[src/rtl/srff_pkg.sv]
// Shared SR-flag command encodings and the flag update rule.
package srff_pkg;

    localparam logic [1:0] SR_HOLD    = 2'b00;
    localparam logic [1:0] SR_RESET   = 2'b01;
    localparam logic [1:0] SR_SET     = 2'b10;
    localparam logic [1:0] SR_ILLEGAL = 2'b11;

    // Next flag value; the illegal code leaves the flag untouched.
    function automatic logic sr_apply(input logic cur, input logic [1:0] code);
        case (code)
            SR_SET:   return 1'b1;
            SR_RESET: return 1'b0;
            default:  return cur;
        endcase
    endfunction

endpackage

[src/rtl/srff_bank_arbiter_rr_arbiter.sv]
// Combinational round-robin arbiter: first requester at or after ptr wins.
module rr_arbiter #(
    parameter int unsigned N = 4
) (
    input  logic [N-1:0]         req,
    input  logic [$clog2(N)-1:0] ptr,
    output logic [N-1:0]         gnt,
    output logic [$clog2(N)-1:0] gnt_idx,
    output logic                 any
);

    localparam int unsigned IW = $clog2(N);

    logic [IW-1:0] cand;

    always_comb begin
        gnt     = '0;
        gnt_idx = '0;
        any     = 1'b0;
        cand    = '0;
        for (int unsigned k = 0; k < N; k++) begin
            cand = IW'((32'(ptr) + k) % N);
            if (!any && req[cand]) begin
                any     = 1'b1;
                gnt_idx = cand;
            end
        end
        gnt[gnt_idx] = any;
    end

endmodule

[src/rtl/srff_bank_arbiter.sv]
// Round-robin shared access to a bank of SR flags; illegal or out-of-range
// commands are accepted but absorbed and flagged on err.
module srff_bank_arbiter
    import srff_pkg::*;
#(
    parameter int unsigned NREQ   = 4,
    parameter int unsigned NFLAGS = 8,
    parameter int unsigned AW     = $clog2(NFLAGS),
    parameter int unsigned CW     = 16
) (
    input  logic                    clk,
    input  logic                    rst,
    input  logic [NREQ-1:0]         req_valid,
    output logic [NREQ-1:0]         req_ready,
    input  logic [NREQ*AW-1:0]      req_addr,
    input  logic [NREQ*2-1:0]       req_sr,
    output logic [NFLAGS-1:0]       flags,
    output logic                    sr_strobe,
    output logic [AW-1:0]           sr_sel,
    output logic [1:0]              sr_code,
    output logic [$clog2(NREQ)-1:0] grant_id,
    output logic                    err,
    output logic [CW-1:0]           accept_cnt
);

    localparam int unsigned IW = $clog2(NREQ);

    logic [NREQ-1:0]   gnt;
    logic [IW-1:0]     gnt_idx;
    logic              gnt_any;
    logic              accept;
    logic [AW-1:0]     acc_addr;
    logic [1:0]        acc_sr;

    logic [NFLAGS-1:0] flags_q, flags_d;
    logic [IW-1:0]     rr_ptr_q, rr_ptr_d;
    logic              sr_strobe_q, sr_strobe_d;
    logic [AW-1:0]     sr_sel_q, sr_sel_d;
    logic [1:0]        sr_code_q, sr_code_d;
    logic [IW-1:0]     grant_id_q, grant_id_d;
    logic              err_q, err_d;
    logic [CW-1:0]     accept_cnt_q, accept_cnt_d;

    rr_arbiter #(.N(NREQ)) u_rr (
        .req     (req_valid),
        .ptr     (rr_ptr_q),
        .gnt     (gnt),
        .gnt_idx (gnt_idx),
        .any     (gnt_any)
    );

    // Grants are suppressed during reset so nothing is accepted.
    assign req_ready = rst ? '0 : gnt;
    assign accept    = gnt_any && !rst;
    assign acc_addr  = req_addr[32'(gnt_idx) * AW +: AW];
    assign acc_sr    = req_sr[32'(gnt_idx) * 2 +: 2];

    always_comb begin
        flags_d      = flags_q;
        rr_ptr_d     = rr_ptr_q;
        sr_strobe_d  = 1'b0;
        sr_sel_d     = sr_sel_q;
        sr_code_d    = sr_code_q;
        grant_id_d   = grant_id_q;
        err_d        = 1'b0;
        accept_cnt_d = accept_cnt_q;
        if (accept) begin
            sr_strobe_d  = 1'b1;
            sr_sel_d     = acc_addr;
            grant_id_d   = gnt_idx;
            accept_cnt_d = accept_cnt_q + CW'(1);
            rr_ptr_d     = (gnt_idx == IW'(NREQ - 1)) ? '0 : gnt_idx + IW'(1);
            if ((32'(acc_addr) >= NFLAGS) || (acc_sr == SR_ILLEGAL)) begin
                err_d     = 1'b1;
                sr_code_d = SR_HOLD;
            end else begin
                sr_code_d         = acc_sr;
                flags_d[acc_addr] = sr_apply(flags_q[acc_addr], acc_sr);
            end
        end
    end

    always_ff @(posedge clk) begin
        if (rst) begin
            flags_q      <= '0;
            rr_ptr_q     <= '0;
            sr_strobe_q  <= 1'b0;
            sr_sel_q     <= '0;
            sr_code_q    <= SR_HOLD;
            grant_id_q   <= '0;
            err_q        <= 1'b0;
            accept_cnt_q <= '0;
        end else begin
            flags_q      <= flags_d;
            rr_ptr_q     <= rr_ptr_d;
            sr_strobe_q  <= sr_strobe_d;
            sr_sel_q     <= sr_sel_d;
            sr_code_q    <= sr_code_d;
            grant_id_q   <= grant_id_d;
            err_q        <= err_d;
            accept_cnt_q <= accept_cnt_d;
        end
    end

    assign flags      = flags_q;
    assign sr_strobe  = sr_strobe_q;
    assign sr_sel     = sr_sel_q;
    assign sr_code    = sr_code_q;
    assign grant_id   = grant_id_q;
    assign err        = err_q;
    assign accept_cnt = accept_cnt_q;

endmodule

[config.mk]
export PLATFORM = sky130hd
export DESIGN_NAME = srff_bank_arbiter
export DESIGN_NICKNAME = d
export VERILOG_FILES = /design/src/rtl/srff_pkg.sv /design/src/rtl/srff_bank_arbiter_rr_arbiter.sv /design/src/rtl/srff_bank_arbiter.sv
export SDC_FILE = /design/constraint.sdc
export NUM_CORES = 1
export LEC_CHECK = 0
export ABC_CLOCK_PERIOD_IN_PS = 3700
export CAP_MARGIN = 10
export CORE_ASPECT_RATIO = 1.5
export CORE_MARGIN = 4
export CORE_UTILIZATION = 40
export CTS_BUF_LIST = sky130_fd_sc_hd__clkbuf_8 sky130_fd_sc_hd__clkbuf_16
export DETAILED_ROUTE_END_ITERATION = 7
export PLACE_DENSITY = 0.7
export SETUP_SLACK_MARGIN = 0.2
export SLEW_MARGIN = 30
export SYNTH_ARGS = -nofsm -noshare
export SYNTH_HDL_FRONTEND = slang
export SYNTH_HIERARCHICAL = 1
export SYNTH_SLANG_ARGS = --single-unit
[constraint.sdc]
create_clock -name clk -period 3.7 [get_ports clk]
set_input_delay 0.37 -clock clk [delete_from_list [all_inputs] [get_ports clk]]
set_output_delay 0.37 -clock clk [all_outputs]
set_load 0.005 [all_outputs]
After elaboration in Yosys (flattened, before gate mapping)
Cells that the tools add are included.
{"block": "classes", "add_sub_neg": 5, "mul": 1, "div_mod_pow": 0, "order_cmp": 8, "eq_ne": 4, "shifts": 2, "n_mux": 31, "bitwise": 3, "reduce_logical": 12}
{"cell": "adder 16 x 1 -> 16 bit, second input constant", "count": 1}
{"cell": "less-than comparator 2 x 3 -> 1 bit, second input constant", "count": 5}
{"cell": "2-to-1 mux 1 bit", "count": 15}
{"cell": "2-to-1 mux 2 bit", "count": 6}
{"cell": "variable part select 12 x 5 -> 3 bit", "count": 1}
{"cell": "binary-select mux 1 bit (select 2 bit)", "count": 4}
{"cell": "bitwise mux 8 bit", "count": 1}
{"cell": "variable part select 8 x 4 -> 2 bit", "count": 1}
{"cell": "== test 2 bit, second input constant", "count": 3}
{"cell": "logical AND 1 bit", "count": 6}
{"cell": "adder 2 x 1 -> 2 bit, second input constant", "count": 2}
{"cell": "adder 2 bit, second input constant", "count": 2}
{"cell": "AND 4 bit", "count": 1}
{"cell": "zero test 1 bit", "count": 4}
{"cell": "less-than comparator 3 x 4 -> 1 bit, second input constant", "count": 1}
{"cell": "multiplier 2 x 2 -> 4 bit, second input constant", "count": 1}
{"cell": "2-to-1 mux 4 bit", "count": 1}
{"cell": "binary-select mux 1 bit (select 3 bit)", "count": 1}
{"cell": "demux 1 bit (select 3 bit)", "count": 1}
{"cell": ">= comparator 3 x 1 -> 1 bit, second input constant", "count": 1}
{"cell": "demux 1 bit (select 2 bit)", "count": 1}
{"cell": "== test 2 x 1 -> 1 bit, second input constant", "count": 1}
{"cell": ">= comparator 2 x 1 -> 1 bit, second input constant", "count": 1}
{"cell": "NOT 1 bit", "count": 2}
{"cell": "3 further kinds", "count": 3}
{"block": "totals", "reg_bits": 35, "latchBits": 0, "ram_bits": 0, "mem_bits_ro": 0, "inputBits": 26, "output_inout_bits": 37, "memories": 0}

Logic depth before layout (Yosys ltp)
Gate-level depths: netlist (run 1).
{"block": "logic_depth", "ltp_word": 20, "mapped_depth": 12, "depth_no_buf": 10}

Cells and area by module
The synthesis (run 1) kept the hierarchy.
{"module": "srff_bank_arbiter", "instances": 1, "cells_each": 199, "area_per_inst_um2": 1924.3}
{"module": "rr_arbiter", "instances": 1, "cells_each": 32, "area_per_inst_um2": 182.7}

Worst setup path before layout (run 1)
No wires, ideal clock.
{"block": "synth_timing", "path_kind": "input-to-reg", "start": "in req_valid[1]", "end": "reg flags_q[1], in the netlist flags[1]", "arrival_time_ps": 3015, "required_time_ps": 3570, "setup_slack_ps": 554, "stages": 11, "n_path_buf": 2, "cell_sequence": "buf_2 -> nand2b_1 -> a21oi_1 -> a211oi_2 -> buf_6 -> mux4_1 -> ha_1 -> or3b_2 -> or3_1 -> o22ai_2 -> a31oi_1"}
{"block": "synth_between", "elab_chain_len": 20, "word_cells_on_any_way": 42, "cone_classes": "mul: 1; order compare: 2; eq/ne: 3; shift: 2; mux: 24; bitwise: 1; reduce/logical: 9"}
{"item": "from (decl)", "line": "srff_bank_arbiter.sv:13", "text": "input logic [NREQ-1:0] req_valid,"}
{"item": "binary-select mux 1 bit (select 2 bit)", "line": "srff_bank_arbiter_rr_arbiter.sv:23", "text": "if (!any && req[cand]) begin"}
{"item": "2-to-1 mux 1 bit (not written as such)", "line": "srff_bank_arbiter_rr_arbiter.sv:23"}
{"item": "2-to-1 mux 1 bit", "line": "srff_bank_arbiter_rr_arbiter.sv:23"}
{"item": "zero test 1 bit", "line": "srff_bank_arbiter_rr_arbiter.sv:23"}
{"item": "logical AND 1 bit", "line": "srff_bank_arbiter_rr_arbiter.sv:23"}
{"item": "2-to-1 mux 1 bit", "line": "srff_bank_arbiter_rr_arbiter.sv:23"}
{"item": "zero test 1 bit", "line": "srff_bank_arbiter_rr_arbiter.sv:23"}
{"item": "logical AND 1 bit", "line": "srff_bank_arbiter_rr_arbiter.sv:23"}
{"item": "(+4 left out)"}
{"item": "net gnt_idx[0]", "line": "srff_bank_arbiter.sv:29", "text": "logic [IW-1:0] gnt_idx;"}
{"item": "multiplier 2 x 2 -> 4 bit", "line": "srff_bank_arbiter.sv:55", "text": "assign acc_addr = req_addr[32'(gnt_idx) * AW +: AW];"}
{"item": "variable part select 12 x 5 -> 3 bit", "line": "srff_bank_arbiter.sv:55"}
{"item": "binary-select mux 1 bit (select 3 bit)", "line": "srff_bank_arbiter.sv:78", "text": "flags_d[acc_addr] = sr_apply(flags_q[acc_addr], acc_sr);"}
{"item": "2-to-1 mux 1 bit (not written as such)", "line": "srff_bank_arbiter.sv:78"}
{"item": "one-hot mux 1 bit (2 select lines)", "line": "srff_pkg.sv:11", "text": "case (code)"}
{"item": "2-to-1 mux 1 bit", "line": "srff_bank_arbiter.sv:73", "text": "if ((32'(acc_addr) >= NFLAGS) || (acc_sr == SR_ILLEGAL)) begin"}
{"item": "2-to-1 mux 1 bit", "line": "srff_bank_arbiter.sv:67", "text": "if (accept) begin"}
{"item": "bitwise mux 8 bit", "line": "srff_bank_arbiter.sv:78"}
{"item": "to (signal assigned)", "line": "srff_bank_arbiter.sv:94", "text": "flags_q <= flags_d;"}
{"item": "to (decl)", "line": "srff_bank_arbiter.sv:35", "text": "logic [NFLAGS-1:0] flags_q, flags_d;"}
Mark *: on every way through the listed nets, which the timed path passes. The rest lies on a longest branch. The select of a mux whose other input is x is not followed.
A chain may end at the register's enable or synchronous reset.

Worst setup path in the final report (run 1)
{"block": "layout_timing", "start": "in req_valid[2]", "end": "reg flags_q[1], in the netlist flags[1]"}
The elaborated chain is that of the path after synthesis.

==> metrics.txt, run 1 <==
# TYPE chip_impl_metric gauge
chip_impl_metric{name="area_growth_syn_to_layout",unit="%"} 40.4
chip_impl_metric{name="cellPowerDensity",unit="nW/um2"} 435
chip_impl_info{name="synth_top_area_cell",value="dfxtp_1"} 1
chip_impl_info{name="commonest_non_fill_non_tap_cell_in_the_layout",value="clkdlybuf4s50_1"} 1
chip_impl_metric{name="timing.critical_path.arrival",unit="ns"} 3.44
chip_impl_metric{name="synth.yosys.seq_area_share",unit=""} 0.333
chip_impl_metric{name="worstMarginPinSlew",unit="ns"} 0.572
chip_impl_metric{name="fmax",unit="MHz"} 304
chip_impl_info{name="synth_ff_type",value="dfxtp_1"} 1
chip_impl_info{name="rsz0062_at_grt",value="no"} 1
chip_impl_metric{name="drt_drc_violations_left",unit=""} 0
chip_impl_metric{name="critPathMaxFanout",unit=""} 5
chip_impl_metric{name="design_power_total",unit="uW"} 1290
chip_impl_info{name="timing.hold.worst.class",value="reg2reg"} 1
chip_impl_metric{name="via_count",unit=""} 2043
chip_impl_info{name="crit_path_end",value="flags[1]$_SDFFE_PP0P_"} 1
chip_impl_metric{name="via_count_of_the_first_global_routing_pass",unit=""} 1885
chip_impl_info{name="worst_reg2reg_startpoint",value="rr_ptr_q[0]$_SDFFE_PP0N_"} 1
chip_impl_metric{name="clk_pin_slew",unit="ns"} 0.07
chip_impl_metric{name="synth_area",unit="um2"} 2110
chip_impl_metric{name="postLayoutSetupSlackWorst",unit="ns"} 0.409
chip_impl_metric{name="number_of_enable_type_register_cells_in_the_synthesized_netlist",unit=""} 0
chip_impl_metric{name="worst-endpoint-required",unit="ns"} 3.85
chip_impl_metric{name="postCtsResizedCells",unit=""} 0
chip_impl_metric{name="cts_made_buffers",unit=""} 5
chip_impl_info{name="synth_area_leaders",value="dfxtp_1 33%, mux2i_1 5.7%, nor2_1 4.8%"} 1
chip_impl_metric{name="place.gp.congestion",unit=""} 0.890
chip_impl_metric{name="final.min_clock_period",unit="ns"} 3.29
chip_impl_metric{name="floorplan.die.width",unit="um"} 67.3
chip_impl_metric{name="post-cts-setup-buffer-count",unit=""} 0
chip_impl_metric{name="drt-wirelength-per-cell",unit="um"} 14.5
chip_impl_metric{name="rrSetupSlack",unit="ns"} 0.45
chip_impl_metric{name="setup_total_negative_slack",unit="ns"} 0
chip_impl_metric{name="synth_area_per_cell",unit="um2"} 9.12
chip_impl_metric{name="fp.dieH",unit="um"} 96.9
chip_impl_metric{name="power_switching_share",unit=""} 0.317
chip_impl_info{name="endpoint_kind",value="flip-flop"} 1
chip_impl_metric{name="first_pass_iters",unit=""} 4
chip_impl_metric{name="async_reset_ff_frac",unit=""} 0
chip_impl_metric{name="yosys_warnings",unit=""} 6
chip_impl_metric{name="post_drt_via_cell_ratio",unit=""} 5.52
chip_impl_info{name="worst_r2r_endpoint",value="flags[1]$_SDFFE_PP0P_"} 1
chip_impl_metric{name="hold_violations",unit=""} 0
chip_impl_metric{name="final_max_slew_viol_count",unit=""} 0
chip_impl_info{name="startpoint",value="req_valid[2]"} 1
chip_impl_metric{name="placeableCoreArea",unit="um2"} 5120
chip_impl_metric{name="number_of_antenna_violations_at_the_first_check_in_global_routing",unit=""} 0
chip_impl_metric{name="dp_hpwl",unit="um"} 4080
chip_impl_info{name="worst-setup-path-type",value="in2reg"} 1
chip_impl_info{name="startpoint_type",value="input port"} 1
chip_impl_metric{name="antenna_cells",unit=""} 0
chip_impl_metric{name="max-cap-violations",unit=""} 0
chip_impl_metric{name="placementRows",unit=""} 32
chip_impl_metric{name="worst_path_largest_cell_delay",unit="ns"} 0.63
chip_impl_info{name="critical_path.cell_chain",value="clkdlybuf4s50_1 > nand2b_1 > a21oi_1 > a211oi_2 > mux4_1 > ha_1 > or3b_2 > or3_1 > o22ai_2 > a31oi_1"} 1
chip_impl_metric{name="place.port_buffers",unit=""} 62
chip_impl_metric{name="grt_usage",unit=""} 0.169
chip_impl_metric{name="clock_path_buffers",unit=""} 2
chip_impl_metric{name="post-route-period-util",unit=""} 0.889
chip_impl_metric{name="floorplan.io_pins",unit=""} 63
chip_impl_metric{name="synthesis.nets",unit=""} 262
chip_impl_metric{name="initial_utilization",unit=""} 0.411
chip_impl_metric{name="die-area",unit="um2"} 6520
chip_impl_metric{name="tritoncts_num_sinks",unit=""} 35
chip_impl_metric{name="comb_power_share",unit=""} 0.380
chip_impl_metric{name="reg2reg_depth",unit=""} 9
chip_impl_metric{name="fin_skew",unit="ns"} 0.00520
chip_impl_metric{name="yosysTopAreaCellShare",unit=""} 0.333
chip_impl_metric{name="pwr-share-clk",unit=""} 0.275
chip_impl_metric{name="setup_viol",unit=""} 0
chip_impl_metric{name="vdd.ir_drop.worst",unit="uV"} 225
chip_impl_metric{name="route.final.wire_length",unit="um"} 5350
chip_impl_info{name="status",value="finished, final reports clean"} 1
chip_impl_info{name="worst_path_max_delay_cell",value="mux4_1"} 1
chip_impl_metric{name="timing.max_slew.rel_slack",unit=""} 0.617
chip_impl_metric{name="number_of_violations_reported_at_the_end_of_detailed_routing_iteration_0",unit=""} 138
chip_impl_metric{name="ctsHtreeMaxLevel",unit=""} 2
chip_impl_metric{name="yosys.cell_types.count",unit=""} 54
chip_impl_metric{name="layout-drive-gt1-share",unit=""} 0.123
chip_impl_metric{name="share_seq_of_total_power",unit=""} 0.346
chip_impl_metric{name="netSwitchingPower",unit="uW"} 409
chip_impl_metric{name="insertion_delay",unit="ns"} 0.28
chip_impl_info{name="cts_tree",value="built"} 1
chip_impl_metric{name="overflow",unit=""} 0
chip_impl_metric{name="yosys_register_bits",unit=""} 35
chip_impl_metric{name="post_drt_antenna_nets",unit=""} 0
chip_impl_metric{name="grt_pass1_wl",unit="um"} 8780
chip_impl_metric{name="hold_bufs_inserted_after_cts",unit=""} 0
chip_impl_metric{name="pre_cts_slack",unit="ns"} 0.0905
chip_impl_metric{name="grt_start_max_net_pins",unit=""} 21
chip_impl_metric{name="nets",unit=""} 332
chip_impl_metric{name="intPower",unit="uW"} 879
chip_impl_metric{name="power.static_leakage",unit="uW"} 0.00117
chip_impl_info{name="mostFrequentLayoutCells",value="62 x clkdlybuf4s50_1, 35 x dfxtp_1, 27 x nor2_1"} 1
chip_impl_info{name="cts_root_buffer",value="clkbuf_8"} 1
chip_impl_metric{name="post_synth_inst_count",unit=""} 231
[cells in the mapped netlist, types with 2 or more instances]
library cell and number:
mux4_1 3, ha_1 5, o21ai_0 7, nand2b_1 3
nor2b_1 7, xor2_1 3, dfxtp_1 35, a21oi_1 13
nor3_1 6, clkbuf_1 5, nand3b_1 3, xnor2_1 6
inv_1 14, buf_2 4, nand2_1 6, or4_1 2
a31oi_1 7, o221ai_1 7, mux4_2 4, and2_1 3
nand3_1 4, buf_6 3, and4b_1 3, mux2i_1 12
nand4_1 4, nor2_1 27, or3_1 6, nor4b_1 3
[power groups by stage]
stage	Clock [uW]	Sequential (uW)	Combinational, uW
global placement	0	453	482
finish	354	445	489
detailed placement	0	454	486
floorplan	0	442	321
global route	379	452	534
CTS	362	445	489
[layout make-up]
| cell class | count | area, um2 |
|---|---|---|
| clock inverter | 2 | 35.0 |
| timing repair buffer | 77 | 733 |
| clock buffer | 6 | 82.6 |
| fill | 500 | 2170 |
| tap | 68 | 85.1 |
| multi-input combinational | 168 | 1270 |
| sequential | 35 | 701 |
| inverter | 14 | 52.6 |
[sequential cells by signal, indices dropped and copies added (netlist names)]
register	count
flags	8
grant_id	2
rr_ptr_q	2
sr_strobe	1
sr_code	2
sr_sel	3
accept_cnt	16
err	1
[per-stage QoR]
step	hold WS, ns	std cells	cell area (um2)	util
floorplan	0.470	231	2110	-
global placement	0.473	362	2840	0.554
detailed placement	0.477	362	2840	0.554
CTS	0.488	370	2960	0.577
global route	0.528	370	2960	0.577
finish	0.487	370	2960	0.577
[worst min-delay path by stage]
| stage | startpoint | end | slack [ns] | cells after the start |
|---|---|---|---|---|
| finish | accept_cnt[15]$_SDFFE_PP0N_ | accept_cnt[15]$_SDFFE_PP0N_ | 0.49 | 2 |
| global route | accept_cnt[15]$_SDFFE_PP0N_ | accept_cnt[15]$_SDFFE_PP0N_ | 0.53 | 2 |
| CTS | accept_cnt[15]$_SDFFE_PP0N_ | accept_cnt[15]$_SDFFE_PP0N_ | 0.49 | 2 |
| detailed placement | accept_cnt[15]$_SDFFE_PP0N_ | accept_cnt[15]$_SDFFE_PP0N_ | 0.48 | 2 |
| global placement | accept_cnt[15]$_SDFFE_PP0N_ | accept_cnt[15]$_SDFFE_PP0N_ | 0.47 | 2 |
| floorplan | accept_cnt[15]$_SDFFE_PP0N_ | accept_cnt[15]$_SDFFE_PP0N_ | 0.47 | 2 |
[kinds of logic after synthesis]
| logic type | after synthesis | synth area share |
|---|---|---|
| compound gates | 47 | 0.156 |
| xor+xnor | 9 | 0.0374 |
| fa+ha+maj | 5 | 0.0297 |
| buf+inv | 28 | 0.0647 |
| flops | 35 | 0.333 |
| mux | 21 | 0.150 |
| simple gates | 86 | 0.230 |
[worst max-delay path, delay by kind of cell]
kind            cells  cell delay, ns
simple gates        3            0.94
compound gates      4            0.78
mux                 1            0.63
buf+inv             1            0.48
fa+ha+maj           1            0.24
[metal layers]
metal | GRT usage | wire length [um]
met4 | 0.0469 | 87
met1 | 0.204 | 2100
met3 | 0.0383 | 286
met2 | 0.289 | 2880
met5 | 0 | 0
No activity file was read; power rests on OpenSTA's default activity.
==> run 2, diff against run 1 <==
--- a/config.mk
+++ b/config.mk
@@ -13,7 +13,7 @@
 export CTS_BUF_LIST = sky130_fd_sc_hd__clkbuf_8 sky130_fd_sc_hd__clkbuf_16
 export DETAILED_ROUTE_END_ITERATION = 7
 export PLACE_DENSITY = 0.7
-export SETUP_SLACK_MARGIN = 0.2
+export SETUP_SLACK_MARGIN = 0.3
 export SLEW_MARGIN = 30
 export SYNTH_ARGS = -nofsm -noshare
 export SYNTH_HDL_FRONTEND = slang
==> metrics.txt, run 2 (synthesized netlist as in run 1, its figures left out) <==
# TYPE chip_impl_metric gauge
chip_impl_metric{name="worst-endpoint-required",unit="ns"} 3.86
chip_impl_metric{name="insertion_delay",unit="ns"} 0.28
chip_impl_metric{name="share_seq_of_total_power",unit=""} 0.343
chip_impl_metric{name="first_pass_iters",unit=""} 4
chip_impl_metric{name="final.min_clock_period",unit="ns"} 3.21
chip_impl_metric{name="floorplan.io_pins",unit=""} 63
chip_impl_metric{name="drt_drc_violations_left",unit=""} 0
chip_impl_metric{name="place.port_buffers",unit=""} 62
chip_impl_metric{name="worstHoldPathCells",unit=""} 2
chip_impl_metric{name="grt_pass1_wl",unit="um"} 8780
chip_impl_metric{name="post_drt_antenna_nets",unit=""} 0
chip_impl_metric{name="die-area",unit="um2"} 6520
chip_impl_info{name="timing.hold.worst.class",value="reg2reg"} 1
chip_impl_metric{name="setup_viol",unit=""} 0
chip_impl_info{name="cts_tree",value="built"} 1
chip_impl_metric{name="clk_pin_slew",unit="ns"} 0.07
chip_impl_info{name="hold_path.startpoint",value="accept_cnt[15]$_SDFFE_PP0N_"} 1
chip_impl_metric{name="nets",unit=""} 333
chip_impl_metric{name="grt_usage",unit=""} 0.169
chip_impl_metric{name="hold_bufs_inserted_after_cts",unit=""} 0
chip_impl_metric{name="dp_hpwl",unit="um"} 4080
chip_impl_metric{name="finalCoreUtilization",unit=""} 0.579
chip_impl_metric{name="cts_made_buffers",unit=""} 5
chip_impl_info{name="worst-setup-path-type",value="in2reg"} 1
chip_impl_metric{name="power_switching_share",unit=""} 0.318
chip_impl_metric{name="final.fill_count",unit=""} 503
chip_impl_metric{name="area_growth_syn_to_layout",unit="%"} 40.9
chip_impl_metric{name="dpl-instance-area",unit="um2"} 2840
chip_impl_info{name="startpoint_type",value="input port"} 1
chip_impl_info{name="hold_path_end",value="accept_cnt[15]$_SDFFE_PP0N_"} 1
chip_impl_metric{name="timing.critical_path.arrival",unit="ns"} 3.36
chip_impl_metric{name="netSwitchingPower",unit="uW"} 412
chip_impl_metric{name="setup_total_negative_slack",unit="ns"} 0
chip_impl_metric{name="place.gp.congestion",unit=""} 0.890
chip_impl_metric{name="number_of_violations_reported_at_the_end_of_detailed_routing_iteration_0",unit=""} 159
chip_impl_metric{name="cellPowerDensity",unit="nW/um2"} 438
chip_impl_metric{name="layout-drive-gt1-share",unit=""} 0.135
chip_impl_metric{name="floorplan.die.width",unit="um"} 67.3
chip_impl_metric{name="post_drt_via_cell_ratio",unit=""} 5.56
chip_impl_metric{name="tritoncts_num_sinks",unit=""} 35
chip_impl_metric{name="worstMarginPinSlew",unit="ns"} 0.590
chip_impl_metric{name="power.static_leakage",unit="uW"} 0.00117
chip_impl_metric{name="fmax",unit="MHz"} 312
chip_impl_metric{name="timing.max_slew.rel_slack",unit=""} 0.605
chip_impl_metric{name="final_max_slew_viol_count",unit=""} 0
chip_impl_metric{name="fin_area",unit="um2"} 2970
chip_impl_info{name="commonest_non_fill_non_tap_cell_in_the_layout",value="clkdlybuf4s50_1"} 1
chip_impl_metric{name="clock_path_buffers",unit=""} 2
chip_impl_metric{name="post-route-period-util",unit=""} 0.866
chip_impl_metric{name="ctsHtreeMaxLevel",unit=""} 2
chip_impl_metric{name="rrSetupSlack",unit="ns"} 0.54
chip_impl_metric{name="hold_violations",unit=""} 0
chip_impl_info{name="worst_r2r_endpoint",value="flags[4]$_SDFFE_PP0P_"} 1
chip_impl_metric{name="pwr-share-clk",unit=""} 0.273
chip_impl_metric{name="vdd.ir_drop.worst",unit="uV"} 224
chip_impl_info{name="cts_root_buffer",value="clkbuf_8"} 1
chip_impl_metric{name="via_count",unit=""} 2064
chip_impl_metric{name="critPathMaxFanout",unit=""} 5
chip_impl_metric{name="overflow",unit=""} 0
chip_impl_metric{name="comb_power_share",unit=""} 0.384
chip_impl_metric{name="drt-wirelength-per-cell",unit="um"} 14.5
chip_impl_metric{name="initial_utilization",unit=""} 0.411
chip_impl_metric{name="hold_slack",unit="ns"} 0.487
chip_impl_metric{name="grt_start_max_net_pins",unit=""} 21
chip_impl_metric{name="max-cap-violations",unit=""} 0
chip_impl_metric{name="antenna_cells",unit=""} 0
chip_impl_metric{name="fp.dieH",unit="um"} 96.9
chip_impl_metric{name="reg2reg_depth",unit=""} 9
chip_impl_info{name="rsz0062_at_grt",value="no"} 1
chip_impl_metric{name="fin_skew",unit="ns"} 0.00393
chip_impl_info{name="endpoint_kind",value="flip-flop"} 1
chip_impl_info{name="mostFrequentLayoutCells",value="62 x clkdlybuf4s50_1, 35 x dfxtp_1, 27 x nor2_1"} 1
chip_impl_info{name="status",value="finished, final reports clean"} 1
chip_impl_metric{name="number_of_antenna_violations_at_the_first_check_in_global_routing",unit=""} 0
chip_impl_metric{name="via_count_of_the_first_global_routing_pass",unit=""} 1885
chip_impl_metric{name="route.final.wire_length",unit="um"} 5400
chip_impl_metric{name="intPower",unit="uW"} 886
chip_impl_metric{name="number_of_flip_flops_in_the_largest_register",unit=""} 16
chip_impl_metric{name="placeableCoreArea",unit="um2"} 5120
chip_impl_info{name="worst_reg2reg_startpoint",value="rr_ptr_q[0]$_SDFFE_PP0N_"} 1
chip_impl_metric{name="placementRows",unit=""} 32
==> run 2: changes by cell type in the layout (fill, tap and decap cells not counted) <==
cell	delta
buf_4	+1
or3b_2	-1
mux4_1	-2
mux4_2	+2
nor4b_1	-1
nor4b_2	+1
or3b_4	+1
==> run 2: power by group through the flow <==
stage	registers (uW)	logic [uW]	clock network (uW)
6_report	445	499	355
5_1_grt	452	547	379
4_1_cts	445	489	362
3_5_place_dp	454	486	0
3_3_place_gp	453	482	0
2_1_floorplan	442	321	0
==> run 2: layout make-up <==
class / count / area, um2 / share of cell area
Clock buffer: 6 / 82.6 / 0.0278
Sequential cell: 35 / 701 / 0.236
Multi-Input combinational cell: 168 / 1270 / 0.428
Tap cell: 68 / 85.1 / 0.0287
Inverter: 14 / 52.6 / 0.0177
Clock inverter: 2 / 35.0 / 0.0118
Timing Repair Buffer: 78 / 741 / 0.250
==> run 2: timing repair <==
item                       CTS  global route
buffers inserted             0             1
setup endpoints to repair    0             5
gates resized for setup      0             4
==> run 2: per-layer routing <==
metal,part of all wire,wire length (um),GRT usage
met5,0,0,0
met1,0.39,2100,0.204
met4,0.017,92,0.0469
met2,0.54,2890,0.289
met3,0.059,316,0.0383
==> run 2: stage by stage <==
| stage | setup WS (ns) | power [uW] | instances |
|---|---|---|---|
| after global placement | 0.176 | 935 | 362 |
| after floorplan | 0.554 | 763 | 231 |
| after global routing | 0.327 | 1380 | 371 |
| after CTS | 0.382 | 1300 | 370 |
| final | 0.494 | 1300 | 371 |
| after detailed placement | 0.0905 | 940 | 362 |
==> run 2: critical path, cell delays in order <==
cell	delay (ns)
clkdlybuf4s50_1	0.48
nand2b_1	0.11
a21oi_1	0.07
a211oi_2	0.41
mux4_2	0.57
ha_1	0.24
or3b_4	0.41
or3_1	0.33
o22ai_2	0.25
a31oi_1	0.12
==> run 2: how the worst max path moves through the flow <==
stage | startpoint | to | slack [ns] | cells past startpoint
2_1_floorplan | req_valid[1] | flags[1]$_SDFFE_PP0P_ | 0.55 | 11
3_3_place_gp | req_valid[2] | flags[5]$_SDFFE_PP0P_ | 0.18 | 10
3_5_place_dp | req_valid[2] | flags[1]$_SDFFE_PP0P_ | 0.09 | 10
4_1_cts | req_valid[2] | flags[1]$_SDFFE_PP0P_ | 0.38 | 10
5_1_grt | req_valid[0] | flags[1]$_SDFFE_PP0P_ | 0.33 | 10
6_report | req_valid[2] | flags[4]$_SDFFE_PP0P_ | 0.49 | 10
==> run 3, diff against run 2 <==
--- a/config.mk
+++ b/config.mk
@@ -8,7 +8,6 @@
 export ABC_CLOCK_PERIOD_IN_PS = 3700
 export CAP_MARGIN = 10
 export CORE_ASPECT_RATIO = 1.5
-export CORE_MARGIN = 4
 export CORE_UTILIZATION = 40
 export CTS_BUF_LIST = sky130_fd_sc_hd__clkbuf_8 sky130_fd_sc_hd__clkbuf_16
 export DETAILED_ROUTE_END_ITERATION = 7
==> metrics.txt, run 3 (synthesized netlist as in run 1, its figures left out) <==
# TYPE chip_impl_metric gauge
chip_impl_metric{name="insertion_delay",unit="ns"} 0.28
chip_impl_info{name="cts_tree",value="built"} 1
chip_impl_metric{name="number_of_antenna_violations_at_the_first_check_in_global_routing",unit=""} 0
chip_impl_metric{name="cellPowerDensity",unit="nW/um2"} 436
chip_impl_metric{name="clk_pin_slew",unit="ns"} 0.07
chip_impl_metric{name="drt-wirelength-per-cell",unit="um"} 14.0
chip_impl_metric{name="grt_start_max_net_pins",unit=""} 19
chip_impl_metric{name="fmax",unit="MHz"} 307
chip_impl_metric{name="nets",unit=""} 334
chip_impl_metric{name="layout.area.seq",unit="um2"} 701
chip_impl_metric{name="place.gp.congestion",unit=""} 0.933
chip_impl_info{name="cts_root_buffer",value="clkbuf_8"} 1
chip_impl_metric{name="hold_violations",unit=""} 0
chip_impl_metric{name="floorplan.io_pins",unit=""} 63
chip_impl_metric{name="timing.max_slew.rel_slack",unit=""} 0.669
chip_impl_metric{name="pwr-share-clk",unit=""} 0.275
chip_impl_metric{name="clock_path_buffers",unit=""} 2
chip_impl_metric{name="ctsHtreeMaxLevel",unit=""} 2
chip_impl_metric{name="first_pass_iters",unit=""} 6
chip_impl_metric{name="grt_pass1_wl",unit="um"} 8560
chip_impl_metric{name="multi_input_area",unit="um2"} 1270
chip_impl_metric{name="post_drt_antenna_nets",unit=""} 0
chip_impl_metric{name="tritoncts_num_sinks",unit=""} 35
chip_impl_metric{name="fin_skew",unit="ns"} 0.00407
chip_impl_info{name="worst-setup-path-type",value="in2reg"} 1
chip_impl_metric{name="antenna_cells",unit=""} 0
chip_impl_metric{name="area_growth_syn_to_layout",unit="%"} 41.4
chip_impl_info{name="mostFrequentLayoutCells",value="61 x clkdlybuf4s50_1, 35 x dfxtp_1, 27 x nor2_1"} 1
chip_impl_metric{name="worstHoldPathCells",unit=""} 2
chip_impl_metric{name="drt_drc_violations_left",unit=""} 0
chip_impl_metric{name="worstMarginPinSlew",unit="ns"} 0.495
chip_impl_metric{name="via_count",unit=""} 2057
chip_impl_metric{name="fp.dieH",unit="um"} 90.9
chip_impl_metric{name="floorplan.die.width",unit="um"} 61.3
chip_impl_metric{name="hold_bufs_inserted_after_cts",unit=""} 0
chip_impl_metric{name="vdd.ir_drop.worst",unit="uV"} 269
chip_impl_metric{name="setup_total_negative_slack",unit="ns"} 0
chip_impl_metric{name="cts_made_buffers",unit=""} 5
chip_impl_metric{name="critPathMaxFanout",unit=""} 7
chip_impl_metric{name="power.static_leakage",unit="uW"} 0.00119
chip_impl_metric{name="via_count_of_the_first_global_routing_pass",unit=""} 1941
chip_impl_metric{name="final_max_slew_viol_count",unit=""} 0
chip_impl_metric{name="number_of_flip_flops_in_the_largest_register",unit=""} 16
chip_impl_metric{name="setup_viol",unit=""} 0
chip_impl_info{name="commonest_non_fill_non_tap_cell_in_the_layout",value="clkdlybuf4s50_1"} 1
chip_impl_metric{name="final_cells",unit=""} 372
chip_impl_metric{name="timing.critical_path.arrival",unit="ns"} 3.47
chip_impl_metric{name="final.min_clock_period",unit="ns"} 3.25
chip_impl_metric{name="die-area",unit="um2"} 5570
chip_impl_metric{name="max-cap-violations",unit=""} 0
chip_impl_metric{name="dp_hpwl",unit="um"} 3950
chip_impl_info{name="startpoint_type",value="input port"} 1
chip_impl_metric{name="post-route-period-util",unit=""} 0.879
chip_impl_metric{name="grt_usage",unit=""} 0.198
chip_impl_metric{name="route.final.wire_length",unit="um"} 5220
chip_impl_metric{name="power_switching_share",unit=""} 0.321
chip_impl_metric{name="placed_instance_count",unit=""} 363
chip_impl_metric{name="comb_power_share",unit=""} 0.382
chip_impl_metric{name="layout-drive-gt1-share",unit=""} 0.132
chip_impl_info{name="status",value="finished, final reports clean"} 1
chip_impl_metric{name="overflow",unit=""} 0
chip_impl_info{name="timing.hold.worst.class",value="reg2reg"} 1
chip_impl_metric{name="number_of_violations_reported_at_the_end_of_detailed_routing_iteration_0",unit=""} 92
chip_impl_info{name="endpoint_kind",value="flip-flop"} 1
chip_impl_metric{name="initial_utilization",unit=""} 0.411
chip_impl_metric{name="place.port_buffers",unit=""} 62
chip_impl_metric{name="post_drt_via_cell_ratio",unit=""} 5.53
chip_impl_metric{name="placeableCoreArea",unit="um2"} 5120
chip_impl_metric{name="final.fill_count",unit=""} 487
chip_impl_metric{name="netSwitchingPower",unit="uW"} 418
chip_impl_info{name="rsz0062_at_grt",value="no"} 1
chip_impl_metric{name="placementRows",unit=""} 32
chip_impl_metric{name="intPower",unit="uW"} 883
chip_impl_metric{name="share_seq_of_total_power",unit=""} 0.343
chip_impl_metric{name="hold_slack",unit="ns"} 0.478
chip_impl_metric{name="reg2reg_depth",unit=""} 11
chip_impl_metric{name="worst-endpoint-required",unit="ns"} 3.91
-- run 3: power by group through the flow --
stage                     logic, uW  clock network [uW]  registers (uW)
after floorplan                 321                   0             442
after global placement          478                   0             454
after detailed placement        486                   0             454
after CTS                       489                 362             446
after global routing            540                 378             450
final                           497                 357             446
-- run 3: critical path, cell delays in order --
cell and delay (ns):
clkdlybuf4s50_1 0.47, buf_4 0.15, nor2_1 0.06, a211oi_2 0.20, buf_4 0.17, mux4_1 0.57, ha_1 0.24, or3b_2 0.47
buf_4 0.16, nor4b_1 0.29, o221ai_1 0.17, a31oi_1 0.15
-- run 3: metrics by stage --
stage                     cell area, um2  utilization  worst slack, ns  total power [uW]
final                               2980        0.582            0.447              1300
after floorplan                     2110            -            0.554               763
after CTS                           2970        0.579            0.325              1300
after detailed placement            2850        0.556           0.0144               940
after global placement              2850        0.556            0.130               932
after global routing                2980        0.582            0.309              1370
-- run 3: repair_timing --
item | in CTS | in global routing
endpoints found under the setup margin | 1 | 5
setup buffers | 0 | 1
gates resized for setup | 0 | 2
pin swaps | 1 | 1
endpoints found under the hold margin | 0 | 0
-- run 3: final cells by class --
cell class / instances / area share
clock buffers: 6 / 0.0277
well taps: 68 / 0.0285
inverters: 14 / 0.0176
clock inverters: 2 / 0.0118
multi-input cells: 168 / 0.427
repair buffers: 79 / 0.252
flip-flops and latches: 35 / 0.235
-- run 3: final timing paths --
kind,start,to,slack (ns)
worst min-delay path,accept_cnt[15]$_SDFFE_PP0N_,accept_cnt[15]$_SDFFE_PP0N_,0.48
worst max register to register,rr_ptr_q[0]$_SDFFE_PP0N_,flags[4]$_SDFFE_PP0P_,0.54
worst min register to register,accept_cnt[15]$_SDFFE_PP0N_,accept_cnt[15]$_SDFFE_PP0N_,0.48
worst max-delay path,req_valid[1],flags[4]$_SDFFE_PP0P_,0.45
-- run 3: routing by layer --
metal	routed length, um	track usage	vias to the layer above
met1	2050	0.218	979
met4	93	0.0701	0
li1	-	-	997
met2	2860	0.355	71
met5	0	0	-
met3	222	0.0387	10
==> edit 1, RTL diff (flow settings as in run 2) <==
Put one more register stage on the output `accept_cnt`, cleared by the reset. The value now appears one clock later. The other outputs are not delayed to match.
--- a/src/rtl/srff_bank_arbiter.sv
+++ b/src/rtl/srff_bank_arbiter.sv
@@ -110,3 +110,9 @@
     assign err        = err_q;
-    assign accept_cnt = accept_cnt_q;
+    always_ff @(posedge clk) begin
+        if (rst) begin
+            accept_cnt <= '0;
+        end else begin
+            accept_cnt <= accept_cnt_q;
+        end
+    end
 
Behaviour: not the same (Yosys sat finds a counterexample within 4 cycles, from zero or initial values and one cycle with rst high).
==> edit 1 against run 2 <==
- die area is 9.7% higher
- setup slack better by 39 ps
- wire length is 11% lower
- highest routed layer unchanged
- total power is 10% higher
- largest power group is now sequential cells
- synthesized area is 11% higher
- non-clock buffer count is 9 lower
- sequential cell count is 16 higher
- sequential share of layout area is 8.8 points higher
- final area is 6.2% higher
==> edit 1: results <==
{
  "layout_min_cycle_time_ps": 3167,
  "swShare": 0.2867,
  "row_count": 33,
  "wl_per_cell_um": 12.74,
  "r2r_start": "rr_ptr_q[0]",
  "yosys.area_share.adder": 0.02680,
  "grt.met3_usage": 0.03376,
  "cts_made_buffers": 5,
  "yosys-top-cells-count": "dfxtp_1, nor2_1, nor2b_1, mux2i_1, nand2_1",
  "syn_nets": 274,
  "dp_cells": 370,
  "use_met1": 0.1591,
  "min_from": "accept_cnt_q[15]",
  "grt_pass1_vias": 1789,
  "postPlaceCellArea_mm2": 0.003032,
  "place_hpwl_um": 3692,
  "drive_gt1_frac": 0.09740,
  "vias_per_cell": 4.974,
  "synthCells": 243,
  "nets": 338,
  "reg2regPathDepth": 8,
  "route.met2.wl_um": 2393,
  "grt_max_degree": 37,
  "muxShareOfSynthArea": 0.1340,
  "r2r_setup_slack_ps": 660,
  "place.gp.congestion": 0.8309,
  "skew_ps": 4.360,
  "tightest_slew_ps": 637.3,
  "crit_end": "flags[7]",
  "hold_path.class": "reg2reg",
  "ys_seq_area_frac": 0.4373,
  "ys.flop_type": "dfxtp_1",
  "post-cts-setup-buffer-count": 0,
  "path_max_fanout": 8,
  "ir_worst_vdd_v": 0.0002450,
  "fill_cells": 517,
  "cts_max_level": 2,
  "met1_length_um": 2023,
  "status": "complete, no violations",
  "leakage_nw": 1.236,
  "grt_use_total": 0.1371,
  "min_path_cells": 1,
  "diodes": 0,
  "drt_iter0_markers": 82,
  "clkLatencyLatePin_ps": 300,
  "whs_ps": 481.9,
  "grt_pass1_wl_um": 7935,
  "holdPathEnd": "accept_cnt[15]",
  "synth_area_leaders": "dfxtp_1, mux2i_1, nor2_1, nor2b_1, mux4_2",
  "cp.arrival_ps": 3420,
  "place_ws_ps": 238.9,
  "clk_pin_slew_ps": 90,
  "synth-xor-area-share": 0.05627,
  "dr_wl_met3_um": 307,
  "via_count": 1880,
  "synth_compound_area_frac": 0.09486,
  "slew_viol_final": 0,
  "synth_cell_types": 43,
  "globalRouteMet2Util": 0.2381
}
edit 1: worst max-delay path, cell delays in order:
cell             delay [ps]
clkdlybuf4s50_1         530
nand2b_1                160
o21ai_1                  90
a211oi_2                410
mux4_2                  590
ha_1                    410
nor2_1                  130
a2111oi_1               550
a32o_1                  190
edit 1: power groups by stage:
stage                     combinational, mW  sequential (mW)  clock (mW)
after global routing                  0.456            0.628       0.434
final                                 0.410            0.622       0.403
after global placement                0.412            0.633           0
after detailed placement              0.412            0.633           0
after CTS                             0.414            0.621       0.413
after floorplan                       0.273            0.622           0
edit 1: final cells by class:
type / count / area, um^2 / area share
multi-input combinational: 172 / 1225 / 0.3885
sequential: 51 / 1021 / 0.3238
timing repair buffer: 69 / 668.1 / 0.2119
tap: 70 / 87.58 / 0.02778
clock buffer: 6 / 82.58 / 0.02619
clock inverter: 2 / 38.79 / 0.01230
inverter: 8 / 30.03 / 0.009524
==> edit 2, RTL diff (flow settings as in run 2) <==
Made on the original files. `CW`: 16 -> 32.
--- a/src/rtl/srff_bank_arbiter.sv
+++ b/src/rtl/srff_bank_arbiter.sv
@@ -8,3 +8,3 @@
     parameter int unsigned AW     = $clog2(NFLAGS),
-    parameter int unsigned CW     = 16
+    parameter int unsigned CW     = 32
 ) (
Ports: changed (resized accept_cnt); port bits go from 63 to 79. The function was not compared with the original's and may differ.
==> edit 2 against run 2 <==
- final area up 20%
- clock skew grew 4.5 ps
- sequential cell count up 16
- wire length rose by 21%
- critical endpoint unchanged
- synthesized area grew 26%
- critical path type unchanged
- total power down 1.9%
- hold slack got worse by 65 ps
- maximum frequency is 1.4% higher
- global-route usage fell by 0.063 points
- final cell count rose by 22%
- setup slack improved by 43 ps
==> edit 2: results <==
{
  "post-cts-setup-buffer-count": 0,
  "leakage_nw": 1.332,
  "startpoint": "req_valid[2]",
  "synth_cell_types": 44,
  "path_max_fanout": 8,
  "ys_ff_latch": 51,
  "cp.arrival_ps": 3400,
  "r2r_start": "rr_ptr_q[0]",
  "grt_max_degree": 58,
  "skew_ps": 8.399,
  "ir_worst_vdd_v": 0.0002789,
  "holdPathEnd": "sr_strobe",
  "non_clock_inverter_count": 9,
  "syn_nets": 328,
  "synth_compound_area_frac": 0.07852,
  "clock_area_frac": 0.02490,
  "place.gp.congestion": 0.8291,
  "bufAreaShareNonClock": 0.2343,
  "synth-xor-area-share": 0.09272,
  "yosys-top-cells-count": "dfxtp_1, nor2_1, o21ai_0, xnor2_1, mux2i_1",
  "clk_pin_slew_ps": 100,
  "wl_per_cell_um": 14.51,
  "drt_iter0_markers": 71,
  "portBuffers": 78,
  "hold_path.class": "in2reg",
  "min_path_cells": 3,
  "clock_path_buffers": 2,
  "syn_area_mm2": 0.002645,
  "postPlaceCellArea_mm2": 0.003478,
  "muxShareOfSynthArea": 0.1041,
  "antenna_found_initial": 0,
  "yosys.area_share.adder": 0.02365,
  "synth_area_leaders": "dfxtp_1, nor2_1, mux2i_1, xnor2_1, xor2_1",
  "ys_seq_area_frac": 0.3860,
  "ctsResizeCount": 0,
  "clkLatencyLatePin_ps": 300,
  "drt-pass1-iter-count": 4,
  "status": "complete, no violations",
  "multi_input_area_share": 0.4184,
  "fill_cells": 621,
  "comb.multi_input.count": 222,
  "cts-root-buf": "clkbuf_8",
  "grt_use_total": 0.1679,
  "grt_pass1_wl_um": 10640,
  "drive_gt1_frac": 0.07447,
  "nets": 406,
  "nonClockBufferCount": 86,
  "place_hpwl_um": 4963,
  "area_delta_synth_final_pct": 34.86,
  "largest_register_ff_count": 32,
  "seq_area_mm2": 0.001021,
  "grt_overflow": 0,
  "via_count": 2324,
  "relSlewSlack": 0.6105,
  "r2r_setup_slack_ps": 680,
  "min_from": "rst"
}
## edit 2: changes by cell type after synthesis, moves of 7 or more
cell,before,now
a31oi_1,7,0
dfxtp_1,35,51
nand3_1,4,13
nor2_1,27,48
o21ai_0,7,16
o221ai_1,7,0
xnor2_1,6,16
xor2_1,3,12
## edit 2: metal layers
| metal | vias to the layer above | track usage | share of wire |
|---|---|---|---|
| li1 | 1187 | - | - |
| met1 | 1083 | 0.1878 | 0.40 |
| met2 | 46 | 0.3013 | 0.54 |
| met3 | 8 | 0.04112 | 0.040 |
| met4 | 0 | 0.05598 | 0.022 |
| met5 | - | 0 | 0 |
## edit 2: worst max-delay path: stages
cell             delay, ps
clkdlybuf4s50_1        530
nand2b_1               160
o21ai_1                 90
a211oi_2               330
mux4_1                 650
ha_1                   230
and2b_2                230
or3b_4                 390
or3_1                  310
a21oi_1                120
## edit 2: through the flow
step / power, mW / setup slack (ps) / hold slack (ps) / cells / utilization
detailed placement: 0.9712 / 232.6 / 484.1 / 444 / 0.5363
global route: 1.358 / 368.4 / 418.2 / 452 / 0.5500
finish: 1.274 / 537.6 / 421.3 / 452 / 0.5500
CTS: 1.295 / 560.2 / 416.0 / 452 / 0.5500
global placement: 0.9665 / 290.6 / 471.5 / 444 / 0.5363
floorplan: 0.8462 / 726.0 / 479.3 / 297 / -
## edit 2: cells by family after synthesis
kind of cell / count (synthesis)
AND/OR/NAND/NOR: 134
flip-flops: 51
AO/OA/AOI/OAI: 35
XOR/XNOR: 28
buffers and inverters: 24
multiplexers: 20
adder cells (fa/ha/maj): 5
## edit 2: power by group
group          total [mW]  internal, mW  leakage (nW)  switching, mW
Clock               0.318         0.132        0.0402          0.186
Sequential          0.606         0.578         0.414         0.0279
Combinational       0.350         0.188         0.878          0.161
